$ cat src/rtl/gba_bus_arbiter_if.sv
// Shared system bus bundle between the CPU, the DMA channels, the arbiter and mem_top.
// The master side drives requests and bus_pause; the slave side is the arbiter.
interface gba_bus_arbiter_if #(
  parameter int unsigned NUM_CH = 4
) ();
  logic [31:0]          cpu_addr;
  logic [31:0]          cpu_wdata;
  logic [1:0]           cpu_size;
  logic                 cpu_write;
  logic                 cpu_preemptable;
  logic [NUM_CH-1:0]    dma_req;
  logic [NUM_CH-1:0]    dma_yield;
  logic [32*NUM_CH-1:0] dma_addr;
  logic [32*NUM_CH-1:0] dma_wdata;
  logic [2*NUM_CH-1:0]  dma_size;
  logic [NUM_CH-1:0]    dma_write;
  logic                 bus_pause;
  logic [31:0]          bus_addr;
  logic [31:0]          bus_wdata;
  logic [1:0]           bus_size;
  logic                 bus_write;
  logic [NUM_CH-1:0]    dma_gnt;
  logic                 dmaActive;

  modport master (
    output cpu_addr, cpu_wdata, cpu_size, cpu_write, cpu_preemptable,
    output dma_req, dma_yield, dma_addr, dma_wdata, dma_size, dma_write, bus_pause,
    input  bus_addr, bus_wdata, bus_size, bus_write, dma_gnt, dmaActive
  );

  modport slave (
    input  cpu_addr, cpu_wdata, cpu_size, cpu_write, cpu_preemptable,
    input  dma_req, dma_yield, dma_addr, dma_wdata, dma_size, dma_write, bus_pause,
    output bus_addr, bus_wdata, bus_size, bus_write, dma_gnt, dmaActive
  );
endinterface

$ cat src/rtl/gba_bus_arbiter.sv
// Fixed-priority owner of the shared system bus: CPU or one of NUM_CH DMA channels.
// Ownership only moves at CPU instruction boundaries, DMA unit boundaries and unpaused cycles.
module gba_bus_arbiter #(
  parameter int unsigned NUM_CH = 4
) (
  input logic             clock,
  input logic             reset,
  gba_bus_arbiter_if.slave sys
);
  localparam int unsigned OwnerW = (NUM_CH > 1) ? $clog2(NUM_CH) : 1;

  typedef enum logic [1:0] {StCpuOwn, StHandoff, StDmaOwn, StReturn} state_e;

  state_e            state_q;
  logic [OwnerW-1:0] owner_q;
  logic [NUM_CH-1:0] gnt_q;
  logic              active_q;

  logic [OwnerW-1:0] top_idx;
  logic [NUM_CH-1:0] top_onehot;
  logic              any_req;
  logic              higher_req;
  logic [31:0]       own_addr;
  logic [31:0]       own_wdata;
  logic [1:0]        own_size;
  logic              own_write;
  logic              own_req;
  logic              own_yield;

  // Lowest requesting index wins; higher_req flags a requester that outranks the owner.
  always_comb begin
    top_idx    = '0;
    higher_req = 1'b0;
    for (int i = int'(NUM_CH) - 1; i >= 0; i--) begin
      if (sys.dma_req[i]) top_idx = OwnerW'(i);
    end
    for (int i = 0; i < int'(NUM_CH); i++) begin
      if (sys.dma_req[i] && (OwnerW'(i) < owner_q)) higher_req = 1'b1;
    end
  end

  assign any_req    = |sys.dma_req;
  assign top_onehot = NUM_CH'(1) << top_idx;

  assign own_addr  = sys.dma_addr[32*int'(owner_q) +: 32];
  assign own_wdata = sys.dma_wdata[32*int'(owner_q) +: 32];
  assign own_size  = sys.dma_size[2*int'(owner_q) +: 2];
  assign own_write = sys.dma_write[owner_q];
  assign own_req   = sys.dma_req[owner_q];
  assign own_yield = sys.dma_yield[owner_q];

  always_ff @(posedge clock) begin
    if (reset) begin
      state_q  <= StCpuOwn;
      owner_q  <= '0;
      gnt_q    <= '0;
      active_q <= 1'b0;
    end else begin
      unique case (state_q)
        StCpuOwn: begin
          if (any_req && sys.cpu_preemptable && !sys.bus_pause) begin
            state_q  <= StHandoff;
            owner_q  <= top_idx;
            gnt_q    <= top_onehot;
            active_q <= 1'b1;
          end
        end
        StHandoff: state_q <= StDmaOwn;
        StDmaOwn: begin
          // Release outranks a simultaneous yield.
          if (!sys.bus_pause) begin
            if (!own_req) begin
              state_q <= StReturn;
              gnt_q   <= '0;
            end else if (own_yield && higher_req) begin
              state_q <= StHandoff;
              owner_q <= top_idx;
              gnt_q   <= top_onehot;
            end
          end
        end
        StReturn: begin
          if (any_req && !sys.bus_pause) begin
            state_q <= StHandoff;
            owner_q <= top_idx;
            gnt_q   <= top_onehot;
          end else begin
            state_q  <= StCpuOwn;
            active_q <= 1'b0;
          end
        end
        default: state_q <= StCpuOwn;
      endcase
    end
  end

  // Transition cycles present the incoming owner's address with the write strobe masked.
  always_comb begin
    sys.bus_addr  = sys.cpu_addr;
    sys.bus_wdata = sys.cpu_wdata;
    sys.bus_size  = sys.cpu_size;
    sys.bus_write = sys.cpu_write;
    unique case (state_q)
      StCpuOwn: ;
      StHandoff: begin
        sys.bus_addr  = own_addr;
        sys.bus_wdata = own_wdata;
        sys.bus_size  = own_size;
        sys.bus_write = 1'b0;
      end
      StDmaOwn: begin
        sys.bus_addr  = own_addr;
        sys.bus_wdata = own_wdata;
        sys.bus_size  = own_size;
        sys.bus_write = own_write;
      end
      StReturn: sys.bus_write = 1'b0;
      default: ;
    endcase
  end

  assign sys.dma_gnt   = gnt_q;
  assign sys.dmaActive = active_q;
endmodule

$ cat src/flat_wrapper.sv
// flat-port wrapper written by rule: the top's interface ports become plain ports
module gba_bus_arbiter_flat 
#(
  parameter int unsigned NUM_CH = 4
)
  (clock, reset, sys_cpu_addr, sys_cpu_wdata, sys_cpu_size, sys_cpu_write, sys_cpu_preemptable, sys_dma_req, sys_dma_yield, sys_dma_addr, sys_dma_wdata, sys_dma_size, sys_dma_write, sys_bus_pause, sys_bus_addr, sys_bus_wdata, sys_bus_size, sys_bus_write, sys_dma_gnt, sys_dmaActive);
  gba_bus_arbiter_if #(.NUM_CH(NUM_CH)) sys_i ();
  input logic clock;
  input logic reset;
  input wire logic [$bits(sys_i.cpu_addr)-1:0] sys_cpu_addr;
  input wire logic [$bits(sys_i.cpu_wdata)-1:0] sys_cpu_wdata;
  input wire logic [$bits(sys_i.cpu_size)-1:0] sys_cpu_size;
  input wire logic [$bits(sys_i.cpu_write)-1:0] sys_cpu_write;
  input wire logic [$bits(sys_i.cpu_preemptable)-1:0] sys_cpu_preemptable;
  input wire logic [$bits(sys_i.dma_req)-1:0] sys_dma_req;
  input wire logic [$bits(sys_i.dma_yield)-1:0] sys_dma_yield;
  input wire logic [$bits(sys_i.dma_addr)-1:0] sys_dma_addr;
  input wire logic [$bits(sys_i.dma_wdata)-1:0] sys_dma_wdata;
  input wire logic [$bits(sys_i.dma_size)-1:0] sys_dma_size;
  input wire logic [$bits(sys_i.dma_write)-1:0] sys_dma_write;
  input wire logic [$bits(sys_i.bus_pause)-1:0] sys_bus_pause;
  output wire logic [$bits(sys_i.bus_addr)-1:0] sys_bus_addr;
  output wire logic [$bits(sys_i.bus_wdata)-1:0] sys_bus_wdata;
  output wire logic [$bits(sys_i.bus_size)-1:0] sys_bus_size;
  output wire logic [$bits(sys_i.bus_write)-1:0] sys_bus_write;
  output wire logic [$bits(sys_i.dma_gnt)-1:0] sys_dma_gnt;
  output wire logic [$bits(sys_i.dmaActive)-1:0] sys_dmaActive;
  assign sys_i.cpu_addr = sys_cpu_addr;
  assign sys_i.cpu_wdata = sys_cpu_wdata;
  assign sys_i.cpu_size = sys_cpu_size;
  assign sys_i.cpu_write = sys_cpu_write;
  assign sys_i.cpu_preemptable = sys_cpu_preemptable;
  assign sys_i.dma_req = sys_dma_req;
  assign sys_i.dma_yield = sys_dma_yield;
  assign sys_i.dma_addr = sys_dma_addr;
  assign sys_i.dma_wdata = sys_dma_wdata;
  assign sys_i.dma_size = sys_dma_size;
  assign sys_i.dma_write = sys_dma_write;
  assign sys_i.bus_pause = sys_bus_pause;
  assign sys_bus_addr = sys_i.bus_addr;
  assign sys_bus_wdata = sys_i.bus_wdata;
  assign sys_bus_size = sys_i.bus_size;
  assign sys_bus_write = sys_i.bus_write;
  assign sys_dma_gnt = sys_i.dma_gnt;
  assign sys_dmaActive = sys_i.dmaActive;
  gba_bus_arbiter #(.NUM_CH(NUM_CH)) u_core (.clock(clock), .reset(reset), .sys(sys_i));
endmodule
$ cat config.mk
export PLATFORM = sky130hd
export DESIGN_NAME = gba_bus_arbiter_flat
export DESIGN_NICKNAME = d
export VERILOG_FILES = /design/src/rtl/gba_bus_arbiter_if.sv /design/src/rtl/gba_bus_arbiter.sv /design/src/flat_wrapper.sv
export SDC_FILE = /design/constraint.sdc
export NUM_CORES = 1
export LEC_CHECK = 0
export ABC_AREA = 1
export CORE_AREA = 4 4 161 163
export DETAILED_ROUTE_END_ITERATION = 10
export DIE_AREA = 0 0 165 167
export DONT_BUFFER_PORTS = 1
export PLACE_DENSITY_LB_ADDON = 0.25
export SETUP_SLACK_MARGIN = 0.5
export SLEW_MARGIN = 0
export SYNTH_ARGS = -nofsm -noshare
export SYNTH_HDL_FRONTEND = slang
export SYNTH_SLANG_ARGS = --single-unit
$ cat constraint.sdc
create_clock -name clock -period 2.18 [get_ports clock]
set_input_delay 0.436 -clock clock [delete_from_list [all_inputs] [get_ports clock]]
set_output_delay 0.436 -clock clock [all_outputs]
set_load 0.05 [all_outputs]
# Word-level counts from Yosys, hierarchy flattened

Cells that the tools add are included.
Widths: inputs -> output; s select.

Bits in registers: 9
Input port bits: 347
Output and inout port bits: 72
Word-level logic and storage cells: 81

$lt $le $gt $ge: 5
Equal/unequal tests: 10
Shifts and indexed selects: 4
Mux-type cells: 39
Reduce and logical (&&, ||, !) cells: 19

Operator list:

| cell                | count |
|---|---|
| $shiftx 128x8->32   | 2 |
| $mux 32             | 2 |
| $mux 2              | 14 |
| $mux 4              | 5 |
| $pmux 4 s3          | 1 |
| $mux 1              | 10 |
| $logic_and 1x1->1   | 8 |
| $ne 2x1->1 const B  | 4 |
| $pmux 2 s4          | 1 |
| $shiftx 8x4->2      | 1 |
| $bmux 1 s2          | 3 |
| $pmux 2 s3          | 1 |
| $reduce_and 3->1    | 2 |
| $reduce_and 6->1    | 1 |
| $reduce_and 5->1    | 1 |
| $eq 2x2->1 const B  | 2 |
| $lt 1x2->1 const A  | 2 |
| $lt 2x2->1 const A  | 2 |
| $ne 2x2->1 const B  | 2 |
| $pmux 1 s2          | 2 |
| $reduce_or 2->1     | 2 |
| $reduce_or 4->1     | 1 |
| $shl 1x2->4 const A | 1 |
| $lt 2x3->1 const B  | 1 |
| 6 further kinds     | 6 |

# Logic depth before layout (Yosys ltp)

Depth in word-level cells: 11
Mapped depth: 11

# Worst setup path before layout

OpenSTA, ideal clock, no wires.

Kind: register to output
From: reg u_core.state_q[0]
To: out sys_bus_wdata[28]
Arrival time: 2.172 ns
Data required time: 1.744 ns
Path slack: -0.428 ns
Stages on the path, launching flop included: 8
Path buffers: 3
Path through: dfxtp_1 inv_1 ha_1 buf_2 clkbuf_1 buf_2 nor2_1 a31oi_1

Longest elaborated chain between the ends: 3
Elaborated cells on any way between the ends: 4

RTL lines:

| item                                     | line                   | RTL |
|---|---|---|
| from (decl)                              | gba_bus_arbiter.sv:14  | `state_e state_q;` |
| from (signal assigned)                   | gba_bus_arbiter.sv:54  | `state_q <= StCpuOwn;` |
| from (signal assigned)                   | gba_bus_arbiter.sv:62  | `state_q <= StHandoff;` |
| from (signal assigned)                   | gba_bus_arbiter.sv:68  | `StHandoff: state_q <= StDmaOwn;` |
| $eq 2x1->1 or $eq 2x2->1 (tied branches) | gba_bus_arbiter.sv:103 | `unique case (state_q)` |
| $reduce_or 2->1 (no line) *              | n/a                    |  |
| $mux 32 *                                | gba_bus_arbiter.sv:103 |  |
| to (decl)                                | flat_wrapper.sv:23     | `output wire logic [$bits(sys_i.bus_wdata)-1:0] sys_bus_wdata;` |

Mark *: on every way between the ends. The rest lies on a longest branch, timed or not.

# Final worst setup path

From: reg u_core.state_q[1]
To: out sys_bus_wdata[10]

The elaborated chain is that of the path after synthesis.

==> metrics.md <==
| Metric | Value |
|---|---|
| TritonCTS clock tree | done |
| Die X | about 170 µm |
| Leakage power | 2.99 nW |
| Max-cap viol count | 0 |
| Vias in the first global route | roughly 5300 |
| Starting density of the core | between 10% and 20% |
| Avg Cell Area, Syn | 4.73 µm² |
| Yosys cell types | 25 |
| Routed vias/inst | ~4.9 |
| R2R cell count | 10 |
| Sw Ratio | between 50% and 60% |
| FF+latch count, synth | 9 |
| Register share of total power | between 2 and 3% |
| Status | complete, no violations |
| Clock network fraction of design power | between 1.5 and 2% |
| Slew margin rel. | 64.1% |
| Dpl hpwl | 16400 µm |
| Hold path endpoint | u_core.state_q[1]$_SDFFE_PP0P_ |
| Startpoint types | flip-flop |
| Worst clock skew | roughly 0.0070 ns |
| Power density over the cells | roughly 2500 nW/µm² |
| Worst Hold Depth | 1 |
| Area contributors post-synth | nor2_1 (39%), a31oi_1 (12%), o21ai_0 (12%), o21ai_1 (8.7%), dfxtp_1 (5.3%) |
| Max FO, Critical Path | 16 |
| Clock buffer count from CTS | 3 |
| Clk sink count | 9 |
| Total track usage | 15.5% |
| Routed wire length | 25900 µm |
| CP max stage cell | dfxtp_2 |
| Site Rows | 57 |
| Pre-CTS setup slack | ~0.17 ns |
| Max VDD drop | roughly 1.1 mV |
| Fillers | 2551 |
| Final Instance Area | just over 8000 µm² |
| Die ar. | roughly 28000 µm² |
| Share of layout cells above drive strength 1 | between 40% and 50% |
| Drt initial violations | between 200 and 300 |
| Warnings, synthesis | 0 |
| Clock Root Buffer | clkbuf_16 |
| Crit Path Class | reg -> out |
| Clk Latency, worst-skew pair | 0.24 ns |
| Io pins | approximately 420 |
| Post-Syn Area | 3380 µm² |
| Finish-stage setup viols | 0 |
| Cells after Synth | between 700 and 800 |
| Placed cell areas | ~6200 µm² |
| Final period util | 98.7% |
| Largest area contributor in the netlist | nor2_1 |
| First-pass GRT wire length | roughly 33000 µm |
| Worst slew pin tran | approximately 0.54 ns |
| Register-to-register setup slack | approximately 0.57 ns |
| DR WL/cell | roughly 22 µm |
| Cell Int Power | 9.61 mW |
| Tot Pwr | 20.5 mW |
| Die H | approximately 170 µm |
| Max Freq | about 460 MHz |
| Fin worst setup slack | roughly 0.029 ns |
| H-tree Lvls | 1 |
| CP peak stage delay | ~0.33 ns |
| Top-area cell type share of the netlist area | between 30% and 40% |
| RSZ-0062 raised after global routing | yes |
| Ant diodes | 0 |
| Core Box Area | ~24000 µm² |
| Worst flop-to-flop path endpoint | u_core.owner_q[1]$_SDFFE_PP0P_ |
| Clock-pin transition on the worst setup and hold timing paths | about 0.05 ns |
| Worst Hold Class | in -> reg |
| Final hold violation count | 0 |
| Area Overhead vs Synth | 138% |
| Remaining global-route overflow | 0 |
| Final min period | 2.15 ns |
| Antenna-violating nets left | 0 |
| WP data arrival | 1.72 ns |
| Synth Net Count | about 1100 |
| Port Buffer Count | 0 |
| Worst Setup End Kind | primary output |
| Routed via count | 5600 |
| Crit-path cells | inv_2, ha_4, buf_12, buf_16, buf_4, a31oi_4, buf_12 |
| Worst endpoint required time | 1.74 ns |
| Clock buffer depth | 2 |
| Initial antenna violation count | 0 |
| Net switching power of the design | 10.9 mW |
| Nets | between 1000 and 1500 |
| First-pass DRT Iterations | 7 |
| Remaining DRCs | 0 |
| Most frequent cell on the critical path | buf_12 |
| Hold path startpoint | reset |
| Reg-to-reg startpoint | u_core.owner_q[0]$_SDFFE_PP0P_ |
| Fin util | roughly a third |
| Sequential share of the synthesized area | under 10% |
| GP Congestion | about 0.86 |
| Comb power frac | approximately 96% |
| Hold_buf cts | 0 |
| Max Slew Vio Count | 0 |
| Largest net degree at the start of global routing | 38 |
-- sequential cells by signal (all words and copies together) (netlist names) --
register,cells
u_core.sys.dmaActive,1
u_core.sys.dma_gnt,4
u_core.state_q,2
u_core.owner_q,2
-- power groups by stage --
stage	clock network, mW	registers [mW]	logic, mW
2_1_floorplan	0	0.472	9.86
3_3_place_gp	0	0.525	15.1
3_5_place_dp	0	0.524	15.1
4_1_cts	0.337	0.546	17.9
5_1_grt	0.348	0.550	20.5
6_report	0.337	0.537	19.6
-- metal layers --
layer | share of wire [%] | global-route usage (%) | routed length, µm
met1 | 38 | 19.0 | 9880
met2 | 52 | 28.9 | 13400
met3 | 8.2 | 2.67 | 2110
met5 | 0 | 0 | 0
met4 | 1.8 | 1.63 | 463
-- cell families (layout without fill, tap and decap cells) --
logic type / after synthesis / after routing / synth area share [%]
AOI/OAI and AO/OA: 209 / 209 / 33.8
adders and majority gates: 4 / 4 / 1.48
buffers and inverters: 85 / 197 / 11.5
DFF: 9 / 9 / 5.33
and+or+nand+nor: 408 / 408 / 47.8
-- final cells by class --
cell class | count | area, µm² | area share [%]
Clock buffer | 4 | 78.8 | 0.978
Inverter | 25 | 104 | 1.29
Multi-Input combinational cell | 621 | 4340 | 53.8
Sequential cell | 9 | 190 | 2.36
Tap cell | 324 | 405 | 5.03
Timing Repair Buffer | 168 | 2940 | 36.5
-- Yosys cell counts --
cell	count
inv_1	22
nor3_1	1
dfxtp_1	9
buf_4	10
nand3_4	2
o21ai_1	59
o21ai_0	78
buf_6	2
nand4_2	1
nand3_2	4
clkbuf_1	30
nor2_1	348
ha_1	4
nor2_2	2
nand2_1	40
nand4_1	2
a31oi_1	66
nand2_2	2
a21boi_4	1
o22ai_1	1
inv_2	3
nand3_1	6
a21oi_1	4
buf_2	14
buf_1	4
-- metrics by stage --
stage | std cells | hold slack [ns] | TNS, ns
floorplan | 715 | 0.463 | 0
global placement | 1067 | 0.481 | 0
detailed placement | 1067 | 0.486 | 0
CTS | 1128 | 0.254 | 0
global route | 1151 | 0.257 | -0.0366
finish | 1151 | 0.253 | 0
-- critical path: cells and delay by family, from the launching register on --
family	cells	cell delay, ns
buffers and inverters	5	0.67
flip-flops	1	0.33
adder cells (fa/ha/maj)	1	0.27
AO/OA/AOI/OAI	1	0.17
-- worst max path at each step --
stage	from	end	slack, ns	cells after the start
global placement	u_core.state_q[0]$_SDFFE_PP0P_	sys_bus_wdata[10]	0.18	7
detailed placement	u_core.owner_q[0]$_SDFFE_PP0P_	sys_bus_addr[0]	0.17	6
finish	u_core.state_q[1]$_SDFFE_PP0P_	sys_bus_wdata[10]	0.03	7
floorplan	u_core.state_q[0]$_SDFFE_PP0P_	sys_bus_size[0]	0.27	7
CTS	u_core.owner_q[0]$_SDFFE_PP0P_	sys_bus_wdata[23]	0.01	7
global route	u_core.owner_q[0]$_SDFFE_PP0P_	sys_bus_wdata[10]	-0.01	7
-- layout by cell type (no fill, tap or decap), types with 4 or more instances in the layout --
master	instances
buf_12	82
clkbuf_16	13
buf_16	16
nand2_2	8
nor2_2	38
nand3_2	7
o21ai_1	92
a21oi_1	4
nor2_1	282
dfxtp_1	5
buf_6	17
o21ai_0	6
o21ai_2	38
a31oi_4	66
nor2_4	30
nand2_1	33
inv_1	20
buf_4	37
-- what timing repair did --
item | in CTS | in global routing
setup buffers | 43 | 11
pin swaps | 10 | 51
resized for setup | 103 | 152
setup endpoints to repair | 67 | 75
gates cloned | 14 | 12
(Power assumes the default switching activity.)
